===== src/rtl/mode2_word_assembler_if.sv =====
// rtl/mode2_word_assembler_if.sv - byte-in / word-out handshake bundle for the mode-2 word assembler
interface mode2_word_assembler_if;
    logic [7:0]  rx_data;
    logic        rx_valid;
    logic        word_ack;
    logic [23:0] input_word;
    logic        word_valid;

    modport master (
        output rx_data,
        output rx_valid,
        output word_ack,
        input  input_word,
        input  word_valid
    );

    modport slave (
        input  rx_data,
        input  rx_valid,
        input  word_ack,
        output input_word,
        output word_valid
    );
endinterface


===== src/rtl/mode2_word_assembler.sv =====
// rtl/mode2_word_assembler.sv - frames three received bytes (A, opcode, B) into a 24-bit ALU word
// Optional inter-byte timeout enabled by defining MODE2_BYTE_TIMEOUT_EN.
module mode2_word_assembler #(
    parameter int TIMEOUT_CYCLES = 1000
) (
    input  logic                    clk,
    input  logic                    rst_n,
    mode2_word_assembler_if.slave   bus,
    input  logic                    clr_err,
    output logic                    busy,
    output logic                    overrun,
    output logic                    timeout_err
);

    typedef enum logic [1:0] {
        IDLE,
        GOT_A,
        GOT_OP,
        FULL
    } state_t;

    state_t      state;
    logic [23:0] word_q;
    logic        word_valid_q;
    logic        overrun_set;
    logic        timeout_hit;

    if (TIMEOUT_CYCLES < 1) begin : g_invalid_timeout_cycles
    end

    assign overrun_set = (state == FULL) && bus.rx_valid && !bus.word_ack;

`ifdef MODE2_BYTE_TIMEOUT_EN
    localparam int              CW    = $clog2(TIMEOUT_CYCLES + 1);
    localparam logic [CW-1:0]   LIMIT = CW'(TIMEOUT_CYCLES - 1);

    logic [CW-1:0] idle_cnt;
    logic          partial;
    logic          timeout_err_q;

    assign partial     = (state == GOT_A) || (state == GOT_OP);
    // The edge that would make the count reach TIMEOUT_CYCLES is the one that fires.
    assign timeout_hit = partial && !bus.rx_valid && (idle_cnt == LIMIT);

    always_ff @(posedge clk or negedge rst_n) begin
        if (!rst_n) begin
            idle_cnt <= '0;
        end else if (partial && !bus.rx_valid && !timeout_hit) begin
            idle_cnt <= idle_cnt + 1'b1;
        end else begin
            idle_cnt <= '0;
        end
    end

    always_ff @(posedge clk or negedge rst_n) begin
        if (!rst_n) begin
            timeout_err_q <= 1'b0;
        end else if (timeout_hit) begin
            timeout_err_q <= 1'b1;
        end else if (clr_err) begin
            timeout_err_q <= 1'b0;
        end
    end

    assign timeout_err = timeout_err_q;
`else
    assign timeout_hit = 1'b0;
    assign timeout_err = 1'b0;
`endif

    always_ff @(posedge clk or negedge rst_n) begin
        if (!rst_n) begin
            state        <= IDLE;
            word_q       <= 24'h000000;
            word_valid_q <= 1'b0;
            busy         <= 1'b0;
            overrun      <= 1'b0;
        end else begin
            case (state)
                IDLE: begin
                    if (bus.rx_valid) begin
                        word_q[23:16] <= bus.rx_data;
                        state         <= GOT_A;
                        busy          <= 1'b1;
                    end
                end
                GOT_A: begin
                    if (bus.rx_valid) begin
                        word_q[15:8] <= bus.rx_data;
                        state        <= GOT_OP;
                    end else if (timeout_hit) begin
                        state <= IDLE;
                        busy  <= 1'b0;
                    end
                end
                GOT_OP: begin
                    if (bus.rx_valid) begin
                        word_q[7:0]  <= bus.rx_data;
                        state        <= FULL;
                        busy         <= 1'b0;
                        word_valid_q <= 1'b1;
                    end else if (timeout_hit) begin
                        state <= IDLE;
                        busy  <= 1'b0;
                    end
                end
                FULL: begin
                    if (bus.word_ack) begin
                        word_valid_q <= 1'b0;
                        // A byte arriving with the ack starts the next frame instead of overrunning.
                        if (bus.rx_valid) begin
                            word_q[23:16] <= bus.rx_data;
                            state         <= GOT_A;
                            busy          <= 1'b1;
                        end else begin
                            state <= IDLE;
                        end
                    end
                end
                default: begin
                    state        <= IDLE;
                    word_valid_q <= 1'b0;
                    busy         <= 1'b0;
                end
            endcase

            if (overrun_set) begin
                overrun <= 1'b1;
            end else if (clr_err) begin
                overrun <= 1'b0;
            end
        end
    end

    assign bus.input_word = word_q;
    assign bus.word_valid = word_valid_q;

endmodule


===== src/flat_wrapper.sv =====
// flat-port wrapper written by rule: the top's interface ports become plain ports
module mode2_word_assembler_flat 
#(
    parameter int TIMEOUT_CYCLES = 1000
)
  (clk, rst_n, clr_err, busy, overrun, timeout_err, bus_rx_data, bus_rx_valid, bus_word_ack, bus_input_word, bus_word_valid);
  mode2_word_assembler_if bus_i ();
  input  logic clk;
  input  logic rst_n;
  input  logic clr_err;
  output logic busy;
  output logic overrun;
  output logic timeout_err;
  input wire logic [$bits(bus_i.rx_data)-1:0] bus_rx_data;
  input wire logic [$bits(bus_i.rx_valid)-1:0] bus_rx_valid;
  input wire logic [$bits(bus_i.word_ack)-1:0] bus_word_ack;
  output wire logic [$bits(bus_i.input_word)-1:0] bus_input_word;
  output wire logic [$bits(bus_i.word_valid)-1:0] bus_word_valid;
  assign bus_i.rx_data = bus_rx_data;
  assign bus_i.rx_valid = bus_rx_valid;
  assign bus_i.word_ack = bus_word_ack;
  assign bus_input_word = bus_i.input_word;
  assign bus_word_valid = bus_i.word_valid;
  mode2_word_assembler #(.TIMEOUT_CYCLES(TIMEOUT_CYCLES)) u_core (.clk(clk), .rst_n(rst_n), .bus(bus_i), .clr_err(clr_err), .busy(busy), .overrun(overrun), .timeout_err(timeout_err));
endmodule

===== config.mk =====
export PLATFORM = sky130hd
export DESIGN_NAME = mode2_word_assembler_flat
export DESIGN_NICKNAME = d
export VERILOG_FILES = /design/src/rtl/mode2_word_assembler_if.sv /design/src/rtl/mode2_word_assembler.sv /design/src/flat_wrapper.sv
export SDC_FILE = /design/constraint.sdc
export NUM_CORES = 1
export LEC_CHECK = 0
export CORE_MARGIN = 5
export CORE_UTILIZATION = 45
export CTS_BUF_LIST = sky130_fd_sc_hd__clkbuf_2 sky130_fd_sc_hd__clkbuf_4 sky130_fd_sc_hd__clkbuf_8
export DETAILED_ROUTE_END_ITERATION = 8
export PLACE_DENSITY = 0.79
export SLEW_MARGIN = 20
export SYNTH_ARGS = -nofsm -noshare
export SYNTH_HDL_FRONTEND = slang
export SYNTH_SLANG_ARGS = --single-unit

===== constraint.sdc =====
create_clock -name clk -period 3.6 [get_ports clk]
set_input_delay 0.36 -clock clk [delete_from_list [all_inputs] [get_ports clk]]
set_output_delay 0.36 -clock clk [all_outputs]
set_load 0.02 [all_outputs]

# Word-level counts from Yosys, hierarchy flattened
# Cells that the tools add are included.
# classes
eq_ne,7
n_mux,18
bitwise,1
reduce_logical,13
# ops
cell,n
2-to-1 mux 8 bit,2
one-hot mux 8 bit (2 select lines),1
2-to-1 mux 1 bit,8
2-to-1 mux 2 bit,4
"!= test 2 bit, second input constant",4
one-hot mux 2 bit (4 select lines),1
AND reduction 2 bit,3
AND reduction 3 bit,2
nonzero test 2 bit,3
"== test 2 bit, second input constant",2
AND reduction 4 bit,1
one-hot mux 1 bit (3 select lines),1
"== test 2 x 1 -> 1 bit, second input constant",1
logical AND 1 bit,2
logical NOT 2 bit,1
one-hot mux 1 bit (2 select lines),1
logical NOT 1 bit,1
NOT 1 bit,1
# word_totals
regBits,29
input_bits,13

# Longest topological paths before layout
# depth
ltp_word,4
mapped_depth,6
ltp_nobuf,5

# Worst setup path before layout
# OpenSTA, ideal clock, no wires.
# synth_timing
path_type,register to register
startpoint,register u_core.state[0]
endpoint,"register u_core.word_q[16], in the netlist u_core.bus.input_word[16]"
setup_ns,0.125
t_arrival_ns,1.342
path_slack_ns,2.133
path_stages_with_launch,6
synth_period_minus_slack_ns,1.467
path_cell_list,dfrtp_1 > ha_1 > nand2b_1 > a21o_1 > buf_6 > mux2_4
# synth_between
elab_chain_len,3
word_cells_on_any_way,6
cone_classes,eq/ne: 2; mux: 1; reduce/logical: 3
# synth_rtl
element,line_no,rtl
"start, declared",mode2_word_assembler.sv:22,state_t state;
"start signal, assigned",mode2_word_assembler.sv:73,state <= IDLE;
"start signal, assigned",mode2_word_assembler.sv:83,state <= GOT_A;
"start signal, assigned",mode2_word_assembler.sv:90,state <= GOT_OP;
== test 2 bit / logical NOT 2 bit (equally long branches),mode2_word_assembler.sv:79,case (state)
!= test 2 bit (no source line) / nonzero test 2 bit (equally long branches),-,
AND reduction 2 bit (no source line),-,
"end signal, assigned",mode2_word_assembler.sv:82,word_q[23:16] <= bus.rx_data;
"end signal, assigned",mode2_word_assembler.sv:112,word_q[23:16] <= bus.rx_data;
"end, declared",mode2_word_assembler.sv:23,logic [23:0] word_q;
# Parallel ways exist; a longest one is shown, timed or not.
# A chain may end at the register's enable or synchronous reset.

# Worst setup path after layout
# layout_timing
startpoint,"register u_core.word_q[19], in the netlist u_core.bus.input_word[19]"
endpoint,output port bus_input_word[19]
# layout_lines
element,line_no,rtl
"end, declared",flat_wrapper.sv:17,output wire logic [$bits(bus_i.input_word)-1:0] bus_input_word;
# No word-level cell between the ends.

==> impl_metrics.json <==
{
  "netlist_instances": 84,
  "grt-ovfl-total": 0,
  "drt_iter0_markers": 14,
  "grt_pass1_vias": 925,
  "ys_types": 21,
  "grt_antenna_before_repair": 0,
  "place.gp.congestion": 0.672,
  "grt_use_met3_pct": 8.09,
  "grt_pass1_wl_mm": 4.33,
  "ctsHoldBuffers": 0,
  "rows": 19,
  "critPathSlowestCell": "clkdlybuf4s50_1",
  "cts_resized": 0,
  "yosysTopAreaCell": "dfrtp_1",
  "rsz0062_at_grt": "false",
  "path_clk_slew_ns": 0.09,
  "stdcell_count": 159,
  "core_area_um2": 2710,
  "post-place-cells": 152,
  "synth_area_leaders": "dfrtp_1, mux2_2, mux2_4",
  "cp_max_fo": 2,
  "pwr_density_cell_nw_per_um2": 990,
  "htreeDepth": 2,
  "status": "finished clean",
  "synthArstFlopShare_pct": 100,
  "worst_skew_pair.late_latency_ns": 0.33,
  "register_area_um2": 726,
  "critPathKind": "flop to primary output",
  "required_ns": 3.24,
  "clock.fmax_mhz": 587,
  "fin_ws_ns": 1.90,
  "setup_viol": 0,
  "r2r_slack_ns": 1.97,
  "grt-busiest-layer": "met2",
  "viasPerCell": 4.98,
  "fp.dieH_um": 62.8,
  "place_ws_ns": 1.73,
  "nFillCells": 216,
  "syn_area_per_cell_um2": 15.0,
  "netlist_area_um2": 1260,
  "synth.top_cell.area_share_pct": 57.8,
  "start_kind": "flop",
  "cts_buffers": 5,
  "hp-class": "input port to async pin",
  "drc": 0,
  "yosys_warnings": 0,
  "layout_min_cycle_time_ns": 1.70,
  "power_mw": 1.71,
  "post_drt_wl_per_cell_um": 16.3,
  "synth_flop_cell": "dfrtp_1",
  "drive_gt1_share_pct": 27.3,
  "p_leak_nw": 0.786,
  "nNetsFinal": 146,
  "multi_input_area_um2": 485,
  "num_antenna_cells": 0,
  "dp_hpwl_mm": 1.92,
  "cp-end-kind": "primary output",
  "synth-seq-area-share_pct": 57.8,
  "hold_slack_ns": 0.410,
  "drv_slew": 0,
  "numClockSinks": 29,
  "ios": 41,
  "critical-path-top-delay-family": "buffers and inverters",
  "start_util_pct": 46.4,
  "synth_edf_count": 0,
  "vias": 792,
  "postCtsSetupRepairBufs": 0,
  "cts_tree": "done",
  "slowest_delay_ns": 0.62,
  "clockBufferDepth": 2,
  "synth_fp_nets": 102,
  "ant_nets": 0,
  "dieArea_um2": 3950,
  "die_x_um": 62.8,
  "drt_first_pass_iters": 3,
  "worstPathArrival_ns": 1.34,
  "areaGrowthSynthToFinish_pct": 37.4,
  "crit_chain": "clkdlybuf4s50_1",
  "hold_viol": 0,
  "tns_ns": 0,
  "finalWirelength_mm": 2.59,
  "track_usage_pct": 14.8,
  "cp_num_buf_inv": 1,
  "yosysMostFrequentCell": "dfrtp_1",
  "vdd_drop_max_uv": 606,
  "skew_ns": 0.00657,
  "cts_root_buf": "clkbuf_4",
  "synth_common_cells": "dfrtp_1, mux2_2, mux2_4",
  "fin_crit_sh_pct": 47.3,
  "grtUsageMet2_pct": 24.0,
  "grt_max_degree": 30,
  "port_buffers": 39,
  "use_met1_pct": 15.2,
  "ys_ff_latch": 29,
  "max_cap_viol_count": 0
}
## final timing paths
kind | start | endpoint | cells past startpoint
hold reg to reg | u_core.bus.input_word[10] | u_core.bus.input_word[10] | 1
setup reg to reg | u_core.state[1] | u_core.bus.input_word[17] | 4
max in group asynchronous | rst_n | u_core.bus.input_word[2] | 2
setup / recovery | u_core.bus.input_word[19] | bus_input_word[19] | 1
min in group clk | u_core.bus.input_word[10] | u_core.bus.input_word[10] | 1
hold / removal | rst_n | u_core.bus.input_word[15] | 2
## sequential cells by signal, indices dropped and copies added, names as in the netlist
signal	count
u_core.bus.input_word	24
u_core.bus.word_valid	1
u_core.busy	1
u_core.overrun	1
u_core.state	2
## worst register-to-register path, stage by stage (launching register included)
cell and delay [ns]:
dfrtp_1 0.41, ha_1 0.25, nand2_1 0.11, a21o_1 0.41, mux2_4 0.34
## per-stage QoR
stage	utilization (%)	instance area [µm²]
2_1_floorplan	-	1260
3_3_place_gp	61.5	1670
3_5_place_dp	61.5	1670
4_1_cts	63.7	1730
5_1_grt	63.7	1730
6_report	63.7	1730
## where the power goes
| group | internal, mW | switching, mW |
|---|---|---|
| logic | 0.500 | 0.414 |
| clock network | 0.0995 | 0.108 |
| registers | 0.492 | 0.0955 |
## placed cells by master, fill, tap and decap left out, drive strengths merged
| cell | instances |
|---|---|
| mux2 | 25 |
| clkdlybuf4s50 | 39 |
| nand3b | 1 |
| inv | 5 |
| dfrtp | 29 |
| o21ai | 2 |
| nand2b | 2 |
| nor3 | 1 |
| nand2 | 3 |
| clkbuf | 7 |
| a21o | 1 |
| buf | 1 |
| a211oi | 1 |
| mux2i | 2 |
| ha | 5 |
| conb | 1 |
| a22o | 1 |
| o22ai | 1 |
| or2b | 1 |
## logic make-up (layout without fill, tap and decap cells)
kind of cell             count (synthesis)  count (layout)  share of synthesized area (%)
AO/OA/AOI/OAI                            6               6                           3.49
adder cells (fa/ha/maj)                  5               5                           4.98
buffers and inverters                    8              52                           3.58
flip-flops                              29              29                           57.8
multiplexers                            27              27                           26.4
other                                    1               1                          0.299
AND/OR/NAND/NOR                          8               8                           3.49
## cell type report
cell class / instances / area share (%)
tap: 31 / 2.25
sequential: 29 / 42.1
multi-input combinational: 47 / 28.1
timing repair buffer: 40 / 23.1
clock buffer: 7 / 3.41
inverter: 5 / 1.09
## metal layers
layer / routed length [µm] / share of wire (%) / vias to the layer above
met5: 0 / 0 / -
met4: 56 / 2.2 / 0
met3: 178 / 6.9 / 5
met2: 1330 / 51 / 23
met1: 1020 / 39 / 391
li1: - / - / 373
No activity file was read; power rests on OpenSTA's default activity.
